## src/rtl/pipelined_adder_pkg.sv

```systemverilog
// Shared constants for the pipelined adder: default geometry and opcode encodings.
// The signed-overflow output is enabled at build time with PIPE_ADDER_OVF_EN.
package pipelined_adder_pkg;

  localparam int DEF_WIDTH   = 16;
  localparam int DEF_STAGE_W = 4;

  localparam logic OP_ADD = 1'b0;
  localparam logic OP_SUB = 1'b1;

  function automatic int num_stages(input int width, input int stage_w);
    return width / stage_w;
  endfunction

endpackage

```

## src/rtl/adder_chunk.sv

```systemverilog
// Combinational W-bit ripple-carry adder; one instance per pipeline stage.
// Exposes the carry into its MSB so the final stage can form signed overflow.
module adder_chunk #(
  parameter int W = 4
) (
  input  logic [W-1:0] a_i,
  input  logic [W-1:0] b_i,
  input  logic         c_i,
  output logic [W-1:0] sum_o,
  output logic         cout_o
`ifdef PIPE_ADDER_OVF_EN
  ,
  output logic         cmsb_o
`endif
);

  logic [W:0] c;

  assign c[0] = c_i;

  for (genvar i = 0; i < W; i++) begin : g_bit
    assign sum_o[i] = a_i[i] ^ b_i[i] ^ c[i];
    assign c[i+1]   = (a_i[i] & b_i[i]) | (a_i[i] & c[i]) | (b_i[i] & c[i]);
  end

  assign cout_o = c[W];
`ifdef PIPE_ADDER_OVF_EN
  assign cmsb_o = c[W-1];
`endif

endmodule

```

## src/rtl/pipelined_adder.sv

```systemverilog
// Pipelined add/sub, one STAGE_W chunk per stage, latency STAGES cycles, one op per cycle.
// Whole pipe advances only when the output is empty or taken; ovf port needs PIPE_ADDER_OVF_EN.
module pipelined_adder
  import pipelined_adder_pkg::*;
#(
  parameter int WIDTH   = DEF_WIDTH,
  parameter int STAGE_W = DEF_STAGE_W
) (
  input  logic             clk,
  input  logic             rst_n,
  input  logic             in_valid,
  output logic             in_ready,
  input  logic [WIDTH-1:0] a,
  input  logic [WIDTH-1:0] b,
  input  logic             cin,
  input  logic             sub,
  output logic             out_valid,
  input  logic             out_ready,
  output logic [WIDTH-1:0] sum,
  output logic             cout
`ifdef PIPE_ADDER_OVF_EN
  ,
  output logic             ovf
`endif
);

  localparam int STAGES = num_stages(WIDTH, STAGE_W);

  if ((WIDTH % STAGE_W) != 0) begin : g_bad_cfg
    $error("pipelined_adder: WIDTH must be a multiple of STAGE_W");
  end

  logic              adv;
  logic [WIDTH-1:0]  eff_b;
  logic              eff_c;

  logic [STAGES-1:0] vld_q, vld_d;
  logic [STAGES-1:0] carry_q, carry_d;
  logic [STAGES-1:0] ch_co;

  // Operand registers hold only the slices still to be added, shifted down so the
  // next chunk always sits in the low bits; the sum fills in from the top.
  logic [WIDTH-1:0]  a_q   [STAGES];
  logic [WIDTH-1:0]  a_d   [STAGES];
  logic [WIDTH-1:0]  b_q   [STAGES];
  logic [WIDTH-1:0]  b_d   [STAGES];
  logic [WIDTH-1:0]  sum_q [STAGES];
  logic [WIDTH-1:0]  sum_d [STAGES];

`ifdef PIPE_ADDER_OVF_EN
  logic [STAGES-1:0] ch_cm;
  logic              ovf_q, ovf_d;
`endif

  assign adv      = !vld_q[STAGES-1] || out_ready;
  assign in_ready = adv;

  // Subtraction is a + ~b + 1; cin is ignored in that case.
  assign eff_b = (sub == OP_SUB) ? ~b : b;
  assign eff_c = (sub == OP_SUB) ? 1'b1 : cin;

  for (genvar k = 0; k < STAGES; k++) begin : g_stage
    logic [WIDTH-1:0]   prv_a, prv_b, prv_sum;
    logic               prv_c, prv_vld;
    logic [STAGE_W-1:0] ch_s;
    logic [WIDTH-1:0]   ch_s_ext;

    if (k == 0) begin : g_head
      assign prv_a   = a;
      assign prv_b   = eff_b;
      assign prv_sum = '0;
      assign prv_c   = eff_c;
      assign prv_vld = in_valid;
    end else begin : g_body
      assign prv_a   = a_q[k-1];
      assign prv_b   = b_q[k-1];
      assign prv_sum = sum_q[k-1];
      assign prv_c   = carry_q[k-1];
      assign prv_vld = vld_q[k-1];
    end

    adder_chunk #(
      .W (STAGE_W)
    ) u_chunk (
      .a_i    (prv_a[STAGE_W-1:0]),
      .b_i    (prv_b[STAGE_W-1:0]),
      .c_i    (prv_c),
      .sum_o  (ch_s),
      .cout_o (ch_co[k])
`ifdef PIPE_ADDER_OVF_EN
      ,
      .cmsb_o (ch_cm[k])
`endif
    );

    assign ch_s_ext   = WIDTH'(ch_s);
    assign a_d[k]     = prv_a >> STAGE_W;
    assign b_d[k]     = prv_b >> STAGE_W;
    assign sum_d[k]   = (prv_sum >> STAGE_W) | (ch_s_ext << (WIDTH - STAGE_W));
    assign carry_d[k] = ch_co[k];
    assign vld_d[k]   = prv_vld;
  end

  always_ff @(posedge clk) begin
    if (!rst_n) begin
      vld_q   <= '0;
      carry_q <= '0;
      for (int k = 0; k < STAGES; k++) begin
        a_q[k]   <= '0;
        b_q[k]   <= '0;
        sum_q[k] <= '0;
      end
    end else if (adv) begin
      vld_q   <= vld_d;
      carry_q <= carry_d;
      for (int k = 0; k < STAGES; k++) begin
        a_q[k]   <= a_d[k];
        b_q[k]   <= b_d[k];
        sum_q[k] <= sum_d[k];
      end
    end
  end

`ifdef PIPE_ADDER_OVF_EN
  // Signed overflow: carry into MSB differs from carry out of MSB, final chunk only.
  assign ovf_d = ch_cm[STAGES-1] ^ ch_co[STAGES-1];

  always_ff @(posedge clk) begin
    if (!rst_n) begin
      ovf_q <= 1'b0;
    end else if (adv) begin
      ovf_q <= ovf_d;
    end
  end

  assign ovf = ovf_q;
`endif

  assign out_valid = vld_q[STAGES-1];
  assign sum       = sum_q[STAGES-1];
  assign cout      = carry_q[STAGES-1];

endmodule

```

## config.mk

```make
export PLATFORM = sky130hd
export DESIGN_NAME = pipelined_adder
export DESIGN_NICKNAME = d
export VERILOG_FILES = /design/src/rtl/pipelined_adder_pkg.sv /design/src/rtl/adder_chunk.sv /design/src/rtl/pipelined_adder.sv
export SDC_FILE = /design/constraint.sdc
export NUM_CORES = 1
export LEC_CHECK = 0
export BUFFER_PORTS_ARGS = -buffer_cell sky130_fd_sc_hd__buf_2
export CORE_ASPECT_RATIO = 1.75
export CORE_UTILIZATION = 51
export DETAILED_ROUTE_END_ITERATION = 16
export PLACE_DENSITY = 0.83
export SYNTH_ARGS = -nofsm -noshare
export SYNTH_HDL_FRONTEND = slang
export SYNTH_SLANG_ARGS = --single-unit
```

## constraint.sdc

```tcl
create_clock -name clk -period 3.1 [get_ports clk]
set_clock_uncertainty 0.2 [all_clocks]
set_input_delay 0.31 -clock clk [delete_from_list [all_inputs] [get_ports clk]]
set_output_delay 0.31 -clock clk [all_outputs]
set_load 0.03 [all_outputs]
```

==> impl_results.md, run 1 <==
- Initial antenna violation count: 0
- Die extent in y: 121 um
- Vias: 2,267
- Seq cells post-synth: 96
- Peak fanout along the critical path: 3
- Utilization after layout: 0.601
- Final Slew Violations: 0
- Grt ovf: 0
- Post-Route Setup TNS: 0 ps
- CTS root buf: clkbuf_16
- # diodes: 0
- Met1 Wirelength: 2400 um
- Critical Path Sink Type: register
- Starting DRT DRC Count: 117
- Setup crit end: sum_q[0][15]
- Critical path class: input port to register
- RSZ-0062 raised after global routing: no
- Fraction of the yosys area taken by sequential cells: 0.674
- Pre-CTS WS: 225 ps
- DIE AREA: 8530 um^2
- Most common library cell in the layout ignoring fill and taps: edfxtp_1
- Worst slew pin tran: 725 ps
- Num ports: 57
- Vias in the first global route: 2,270
- Cts-stage hold buffer count: 0
- # port buffers: 56
- Hold depth: 3
- Max_cap viols: 0
- H-tree depth: 3
- Cts repair resizes: 0
- Setup repair bufs after CTS: 0
- Global-route wire length before repair: 10,400 um
- Crit path launch: sub
- Total CTS buffers: 9
- Drc violations: 0
- Avg WL per Cell: 14.8 um
- Mapped Cells: 284
- Clk sinks: 96
- Cell area after synthesis: 4160 um^2
- Area Overhead vs Synth: 14.3%
- Worst hold slack: 36.2 ps
- P_leak: 2.20 nW
- Core area: 7910 um^2
- CP arrival: 2470 ps
- Peak VDD IR: 0.323 mV
- Final hold vios: 0
- Commonest non-fill, non-tap cells in the layout: edfxtp_1 (88), and3_1 (69), buf_2 (56)
- RR Endpoint: sum_q[1][15]
- Top FF cell, synth: edfxtp_1
- Via density: 5.30
- Worst-path clk slew: 60 ps
- TritonRoute pass-1 iters: 4
- Synthesis Warnings: 0
- Total Wirelength: 6350 um
- Distinct cells, synth: 21
- Chip Width: 70.2 um
- Post-synth EDFFs: 88
- Post-route ant nets: 0
- Setup WS post-layout: 513 ps
- Final instance area: 4750 um^2
- Routed wl met3: 309 um
- Post-DP HPWL: 4070 um
- Worst r2r src: b_q[0][0]
- Met2 WL: 3560 um
- Cell Rows: 43
- Power Dens Cells: 576 nW/um^2
- Clock tree from TritonCTS: yes
- Syn nets: 338
- Hold crit path type: input port to register
- Starting Density: 0.526
- Slew HR: 0.516
- Tcrit/Tclk final: 0.834
- Max layer used: met4
- CP Launch Type: input port
- Period minus WS final: 2590 ps
- Clk buf depth: 2
- Gr usage total: 0.165
- Fmax: 387 MHz
- Worst reg2reg setup slack: 570 ps
- Maximum number of pins on one net before global-route repair: 74
- RePlAce Congestion: 0.762
- Nets: 387
- Async SR Flop Fraction: 0
- Syn Area/Cell: 14.6 um^2
- Worst-Skew Late Latency: 340 ps
- Share of cells above drive strength 1: 0.237
- Worst-case reg-to-reg path depth: 8
- Req. time, crit path: 2990 ps
- Final setup fails: 0
- Status: completed
- Cell Area, Placed: 4480 um^2
[sequential cells by signal, summed over array words and instances, names as in the netlist]
| name | flops |
|---|---|
| a_q | 24 |
| b_q | 24 |
| carry_q | 4 |
| sum_q | 40 |
| vld_q | 4 |
[critical path, cell delays in order]
cell and delay, ps:
buf_2 130, or2_2 310, fa_1 400, fa_1 380
inv_1 90, fa_1 170, inv_1 50, fa_1 440
and3_1 190
[cells in the mapped netlist, types with 4 or more instances]
cell / number / area (um^2)
fa_1: 16 / 320
and3_1: 69 / 432
nand2_1: 7 / 26.3
clkbuf_2: 7 / 35.0
dfxtp_1: 8 / 160
mux2i_1: 4 / 40.0
xnor2_1: 13 / 114
clkbuf_1: 8 / 30.0
edfxtp_1: 88 / 2640
inv_1: 25 / 93.8
nor3_1: 19 / 95.1
[per-layer routing]
metal,global-route usage,vias to the layer above
li1,-,1102
met1,0.188,1092
met2,0.276,67
met3,0.0316,6
met4,0.115,0
met5,0,-
[kinds of logic after synthesis]
logic type                 share of synthesized area
adders and majority gates                     0.0771
and+or+nand+nor                                0.142
buffers and inverters                         0.0524
DFF                                            0.674
muxes                                        0.00963
AOI/OAI and AO/OA                             0.0108
xor gates and xnor gates                      0.0337
[worst min path at each step]
stage | from | endpoint | slack (ps)
2_1_floorplan | carry_q[0] | carry_q[0] | 240
3_3_place_gp | vld_q[2] | vld_q[2] | 250
3_5_place_dp | vld_q[2] | vld_q[2] | 260
4_1_cts | in_valid | vld_q[0] | 20
5_1_grt | in_valid | vld_q[0] | 50
6_report | in_valid | vld_q[0] | 40
[through the flow]
stage | cells | power, W
floorplan | 284 | 0.00171
global placement | 412 | 0.00176
detailed placement | 412 | 0.00178
CTS | 428 | 0.00277
global route | 428 | 0.00285
finish | 428 | 0.00274
[power breakdown]
part	total, W	switching, W	leakage (nW)	internal, W
combinational	0.000219	0.000121	0.961	0.0000971
clock	0.000986	0.000423	0.130	0.000563
sequential	0.00153	0.0000233	1.11	0.00151
[final cells by class]
class	instances	area (um^2)
clock inverter	3	17.5
timing repair buffer	60	323
sequential	96	2800
fill	592	3160
multi-input combinational	140	1140
tap	90	113
clock buffer	13	250
inverter	26	100
(Power assumes the default switching activity.)
==> run 2: changes to the inputs <==
--- a/config.mk
+++ b/config.mk
@@ -7,9 +7,9 @@
 export LEC_CHECK = 0
 export BUFFER_PORTS_ARGS = -buffer_cell sky130_fd_sc_hd__buf_2
 export CORE_ASPECT_RATIO = 1.75
-export CORE_UTILIZATION = 51
+export CORE_UTILIZATION = 55
 export DETAILED_ROUTE_END_ITERATION = 16
-export PLACE_DENSITY = 0.83
+export PLACE_DENSITY = 0.85
 export SYNTH_ARGS = -nofsm -noshare
 export SYNTH_HDL_FRONTEND = slang
 export SYNTH_SLANG_ARGS = --single-unit
==> constraint.sdc (replaced) <==
create_clock -name clk -period 2.4 [get_ports clk]
set_clock_uncertainty 0.2 [all_clocks]
set_input_delay 0.24 -clock clk [delete_from_list [all_inputs] [get_ports clk]]
set_output_delay 0.24 -clock clk [all_outputs]
set_load 0.03 [all_outputs]
==> impl_results.md, run 2 (synthesis gave the netlist of run 1 again) <==
- Largest registers: sum_q x40, a_q x24, b_q x24 (unchanged)
- # port buffers: 56 (unchanged)
- RSZ-0062 raised after global routing: yes (was no)
- Largest register by flop count: sum_q (unchanged)
- Total Wirelength: 6550 um (was 6350 um)
- RePlAce Congestion: 0.758 (was 0.762)
- Via density: 5.30 (about the same)
- Worst slew pin tran: 791 ps (was 725 ps)
- Post-Route Setup TNS: 0 ps (unchanged)
- Final std cells w/o fill: 428 (unchanged)
- CTS root buf: clkbuf_16 (unchanged)
- Num ports: 57 (unchanged)
- Starting Density: 0.571 (was 0.526)
- Post-DP HPWL: 4020 um (was 4070 um)
- Global-route wire length before repair: 10,100 um (was 10,400 um)
- Peak fanout along the critical path: 1 (was 3)
- Final Slew Violations: 0 (unchanged)
- Cell Area, Placed: 4500 um^2 (was 4480 um^2)
- Worst-Skew Late Latency: 340 ps (about the same)
- Die extent in y: 117 um (was 121 um)
- Hold crit path type: input port to register (unchanged)
- Clock tree from TritonCTS: yes (unchanged)
- Slew HR: 0.472 (was 0.516)
- Avg WL per Cell: 15.3 um (was 14.8 um)
- Fill count: 508 (was 592)
- Setup repair bufs after CTS: 0 (unchanged)
- Clk buf depth: 2 (unchanged)
- Most common library cell in the layout ignoring fill and taps: edfxtp_1 (unchanged)
- Peak VDD IR: 0.419 mV (was 0.323 mV)
- # diodes: 0 (unchanged)
- Critical Path Sink Type: register (unchanged)
- Initial antenna violation count: 0 (unchanged)
- Tcrit/Tclk final: 0.989
- Final setup fails: 0 (unchanged)
- DIE AREA: 7920 um^2 (was 8530 um^2)
- P_leak: 2.22 nW (was 2.20 nW)
- Commonest non-fill, non-tap cells in the layout: edfxtp_1 (88), and3_1 (69), buf_2 (56) (unchanged)
- Area Overhead vs Synth: 16.5% (was 14.3%)
- Grt ovf: 0 (unchanged)
- H-tree depth: 3 (unchanged)
- Drc violations: 0 (unchanged)
- Placed cell count: 410 (was 412)
- Clk sinks: 96 (unchanged)
- CP arrival: 2240 ps (was 2470 ps)
- Vias in the first global route: 2,152 (was 2,270)
- Final hold vios: 0 (unchanged)
- TritonRoute pass-1 iters: 4 (unchanged)
- Final instance area: 4840 um^2 (was 4750 um^2)
- Share of cells above drive strength 1: 0.310 (was 0.237)
- Core area: 7280 um^2 (was 7910 um^2)
- Maximum number of pins on one net before global-route repair: 74 (unchanged)
- Worst-path clk slew: 60 ps (about the same)
- Starting DRT DRC Count: 237 (was 117)
- Max FFs per register: 40 (unchanged)
- Hold depth: 2 (was 3)
- Period minus WS final: 2370 ps
- Total CTS buffers: 9 (unchanged)
- Critical path class: register to register (was input port to register)
- Worst-case reg-to-reg path depth: 8 (unchanged)
- Gr usage total: 0.187 (was 0.165)
- Status: completed (unchanged)
- Post-route ant nets: 0 (unchanged)
- Fmax: 421 MHz
- Power Dens Cells: 747 nW/um^2 (was 576 nW/um^2)
- Utilization after layout: 0.665 (was 0.601)
- Chip Width: 67.7 um (was 70.2 um)
- Cell Rows: 41 (was 43)
- Max_cap viols: 0 (unchanged)
- Nets: 391 (was 387)
- Vias: 2,270 (was 2,267)
- Req. time, crit path: 2260 ps (was 2990 ps)
- CP Launch Type: register (was input port)
## run 2: cell count changes in the layout (fill, tap and decap cells not counted), moves of 2 or more
| cell | previous run | this run |
|---|---|---|
| clkbuf_8 | 1 | 3 |
| nor3_1 | 19 | 17 |
| dlygate4sd3_1 | 0 | 2 |
| nor3_2 | 0 | 2 |
| inv_1 | 25 | 16 |
| clkbuf_1 | 3 | 1 |
| buf_4 | 3 | 5 |
| fa_1 | 16 | 5 |
| inv_2 | 0 | 9 |
| fa_2 | 0 | 11 |
## run 2: report_power, final
group	internal (W)	leakage [nW]	switching, W
clock	0.000781	0.145	0.000558
sequential	0.00195	1.11	0.0000335
combinational	0.000135	0.969	0.000162
total	0.00287	2.22	0.000754
## run 2: cell type report
class / count / area, um^2 / share of cell area
Tap cell: 86 / 108 / 0.0222
Clock inverter: 3 / 15.0 / 0.00310
Inverter: 26 / 100 / 0.0207
Sequential cell: 96 / 2800 / 0.579
Clock buffer: 13 / 270 / 0.0558
Multi-Input combinational cell: 140 / 1190 / 0.245
Timing Repair Buffer: 64 / 358 / 0.0739
## run 2: metal layers
metal / global-route usage / vias up / part of all wire
met5: 0 / - / 0
met4: 0.135 / 0 / 0.037
met3: 0.0378 / 17 / 0.036
met2: 0.316 / 63 / 0.55
met1: 0.201 / 1082 / 0.38
li1: - / 1108 / -
## run 2: stage by stage
| step | hold slack (ps) | power, W | setup slack, ps |
|---|---|---|---|
| after floorplan | 179 | 0.00221 | -323 |
| after global placement | 245 | 0.00227 | -206 |
| after detailed placement | 259 | 0.00230 | -264 |
| after CTS | 4.41 | 0.00365 | 3.60 |
| after global routing | 11.9 | 0.00374 | -51.7 |
| final | 12.7 | 0.00362 | 25.7 |
## run 2: final timing paths
kind,slack (ps),from,endpoint
max,30,a_q[0][12],sum_q[2][15]
min,10,a[13],a_q[0][9]
max reg2reg,30,a_q[0][12],sum_q[2][15]
min reg2reg,270,vld_q[2],vld_q[2]
## run 2: what timing repair did
| action | CTS | global route |
|---|---|---|
| endpoints found under the setup margin | 3 | 4 |
| hold endpoints to repair | 2 | 0 |
| pin swaps | 6 | 1 |
| hold buffers | 2 | 0 |
| gates cloned | 0 | 0 |
| resized for setup | 13 | 5 |
## run 2: worst max-delay path: stages, from the launching register on
cell	delay (ps)
edfxtp_1	330
inv_2	50
fa_1	410
inv_1	80
fa_2	210
fa_2	200
inv_2	40
fa_1	530
nor3_2	50
==> run 3: changes to the inputs <==
==> constraint.sdc (replaced) <==
create_clock -name clk -period 2.7 [get_ports clk]
set_clock_uncertainty 0.2 [all_clocks]
set_input_delay 0.27 -clock clk [delete_from_list [all_inputs] [get_ports clk]]
set_output_delay 0.27 -clock clk [all_outputs]
set_load 0.03 [all_outputs]
==> impl_results.md, run 3 (synthesis gave the netlist of run 1 again) <==
- Most used cell, CP: fa_1
- Core area: 7280 um^2 (unchanged)
- Maximum number of pins on one net before global-route repair: 74 (unchanged)
- Area Overhead vs Synth: 15.7% (was 16.5%)
- Chip Width: 67.7 um (unchanged)
- RSZ-0062 raised after global routing: no (was yes)
- Vias in the first global route: 2,240 (was 2,152)
- Setup repair bufs after CTS: 0 (unchanged)
- Initial antenna violation count: 0 (unchanged)
- Crit-path slowest cell: fa_1 (unchanged)
- Starting Density: 0.571 (unchanged)
- Largest register by flop count: sum_q (unchanged)
- Largest registers: sum_q x40, a_q x24, b_q x24 (unchanged)
- # diodes: 0 (unchanged)
- Commonest non-fill, non-tap cells in the layout: edfxtp_1 (88), and3_1 (69), buf_2 (56) (unchanged)
- Avg WL per Cell: 15.4 um (was 15.3 um)
- Most common library cell in the layout ignoring fill and taps: edfxtp_1 (unchanged)
- Post-DP HPWL: 4170 um (was 4020 um)
- Post-Route Setup TNS: 0 ps (unchanged)
- Total Wirelength: 6550 um (about the same)
- Final setup fails: 0 (unchanged)
- RePlAce Congestion: 0.732 (was 0.758)
- Worst-path clk slew: 60 ps (about the same)
- Clk buf depth: 2 (unchanged)
- Slew HR: 0.491 (was 0.472)
- TritonRoute pass-1 iters: 4 (unchanged)
- Max_cap viols: 0 (unchanged)
- Vias: 2,262 (was 2,270)
- Req. time, crit path: 2670 ps (was 2260 ps)
- Clock tree from TritonCTS: yes (unchanged)
- Starting DRT DRC Count: 121 (was 237)
- Fmax: 383 MHz (was 421 MHz)
- Global-route wire length before repair: 10,400 um (was 10,100 um)
- Worst hold slack: 32.5 ps (was 12.7 ps)
- Share of cells above drive strength 1: 0.251 (was 0.310)
- Peak fanout along the critical path: 1 (unchanged)
- Die extent in y: 117 um (unchanged)
- Total CTS buffers: 9 (unchanged)
- Period minus WS final: 2610 ps (was 2370 ps)
- P_leak: 2.23 nW (was 2.22 nW)
- Delay-heaviest family, CP: adder cells (unchanged)
- Placed cell count: 408 (was 410)
- CP arrival: 2590 ps (was 2240 ps)
- Hold crit path type: input port to register (unchanged)
- Max FFs per register: 40 (unchanged)
- DIE AREA: 7920 um^2 (unchanged)
- Critical path buffer and inverter count: 3 (unchanged)
- CP Launch Type: register (unchanged)
- CTS root buf: clkbuf_16 (unchanged)
- Cell Rows: 41 (unchanged)
- Crit path cell chain: inv_1, fa_1, inv_1, fa_1, fa_1, inv_1, fa_1, nor3_1 (was inv_2, fa_1, inv_1, fa_2, fa_2, inv_2, fa_1, nor3_2)
- Max incr delay on CP: 420 ps (was 530 ps)
- Grt ovf: 0 (unchanged)
- # port buffers: 56 (unchanged)
- Nets: 388 (was 391)
- Via density: 5.32 (was 5.30)
- Tcrit/Tclk final: 0.968 (was 0.989)
- Status: completed (unchanged)
- Power Dens Cells: 690 nW/um^2 (was 747 nW/um^2)
- Final hold vios: 0 (unchanged)
- Gr usage total: 0.190 (was 0.187)
- Worst-Skew Late Latency: 340 ps (about the same)
- Critical Path Sink Type: register (unchanged)
- Critical path class: register to register (unchanged)
- Num ports: 57 (unchanged)
- Drc violations: 0 (unchanged)
- Final std cells w/o fill: 425 (was 428)
- Final Slew Violations: 0 (unchanged)
- Clk sinks: 96 (unchanged)
- Post-route ant nets: 0 (unchanged)
- Peak VDD IR: 0.501 mV (was 0.419 mV)
- H-tree depth: 3 (unchanged)
- Worst slew pin tran: 762 ps (was 791 ps)
## run 3: cell types whose count changed in the layout (fill, tap and decap cells not counted), moves of 2 or more
cell,delta
clkinv_1,+2
buf_4,-2
inv_1,+8
clkbuf_8,-3
fa_1,+9
inv_2,-8
fa_2,-9
bufinv_16,+2
## run 3: path summary, 6_finish.rpt
kind / startpoint / end / slack (ps) / depth (start not counted)
worst max-delay path: a_q[0][0] / sum_q[1][15] / 90 / 8
worst min-delay path: a[7] / a_q[0][3] / 30 / 2
worst max register to register: a_q[0][0] / sum_q[1][15] / 90 / 8
worst min register to register: vld_q[2] / vld_q[2] / 260 / 2
## run 3: cell type report
cell class	count	area, um^2
inverter	26	100
clock inverter	7	86.3
clock buffer	9	225
sequential	96	2800
timing repair buffer	61	333
multi-input combinational	140	1160
fill	525	2470
tap	86	108
## run 3: layer usage
layer / part of all wire / routed length, um / GRT usage / up-vias
met5: 0 / 0 / 0 / -
met1: 0.35 / 2280 / 0.194 / 1091
met2: 0.59 / 3830 / 0.335 / 61
met3: 0.040 / 262 / 0.0552 / 8
met4: 0.026 / 170 / 0.108 / 0
li1: - / - / - / 1102
## run 3: what timing repair did
item                                    in CTS  in global routing
endpoints found under the hold margin        1                  0
resized for setup                            0                  1
hold buffers                                 1                  0
endpoints found under the setup margin       0                  1
## run 3: report_power, final
part           leakage [nW]  switching (W)  internal (W)
clock                 0.154       0.000505      0.000802
combinational         0.964       0.000139      0.000113
sequential             1.11      0.0000290       0.00173
total                  2.23       0.000673       0.00265
## run 3: metrics by stage
| stage | area [um^2] | util | worst slack, ps | power, W |
|---|---|---|---|---|
| floorplan | 4180 | - | -58.9 | 0.00196 |
| global placement | 4480 | 0.616 | 57.5 | 0.00202 |
| detailed placement | 4480 | 0.616 | 12.8 | 0.00205 |
| CTS | 4810 | 0.660 | 69.8 | 0.00335 |
| global route | 4810 | 0.660 | 0.427 | 0.00345 |
| finish | 4810 | 0.660 | 85.9 | 0.00332 |
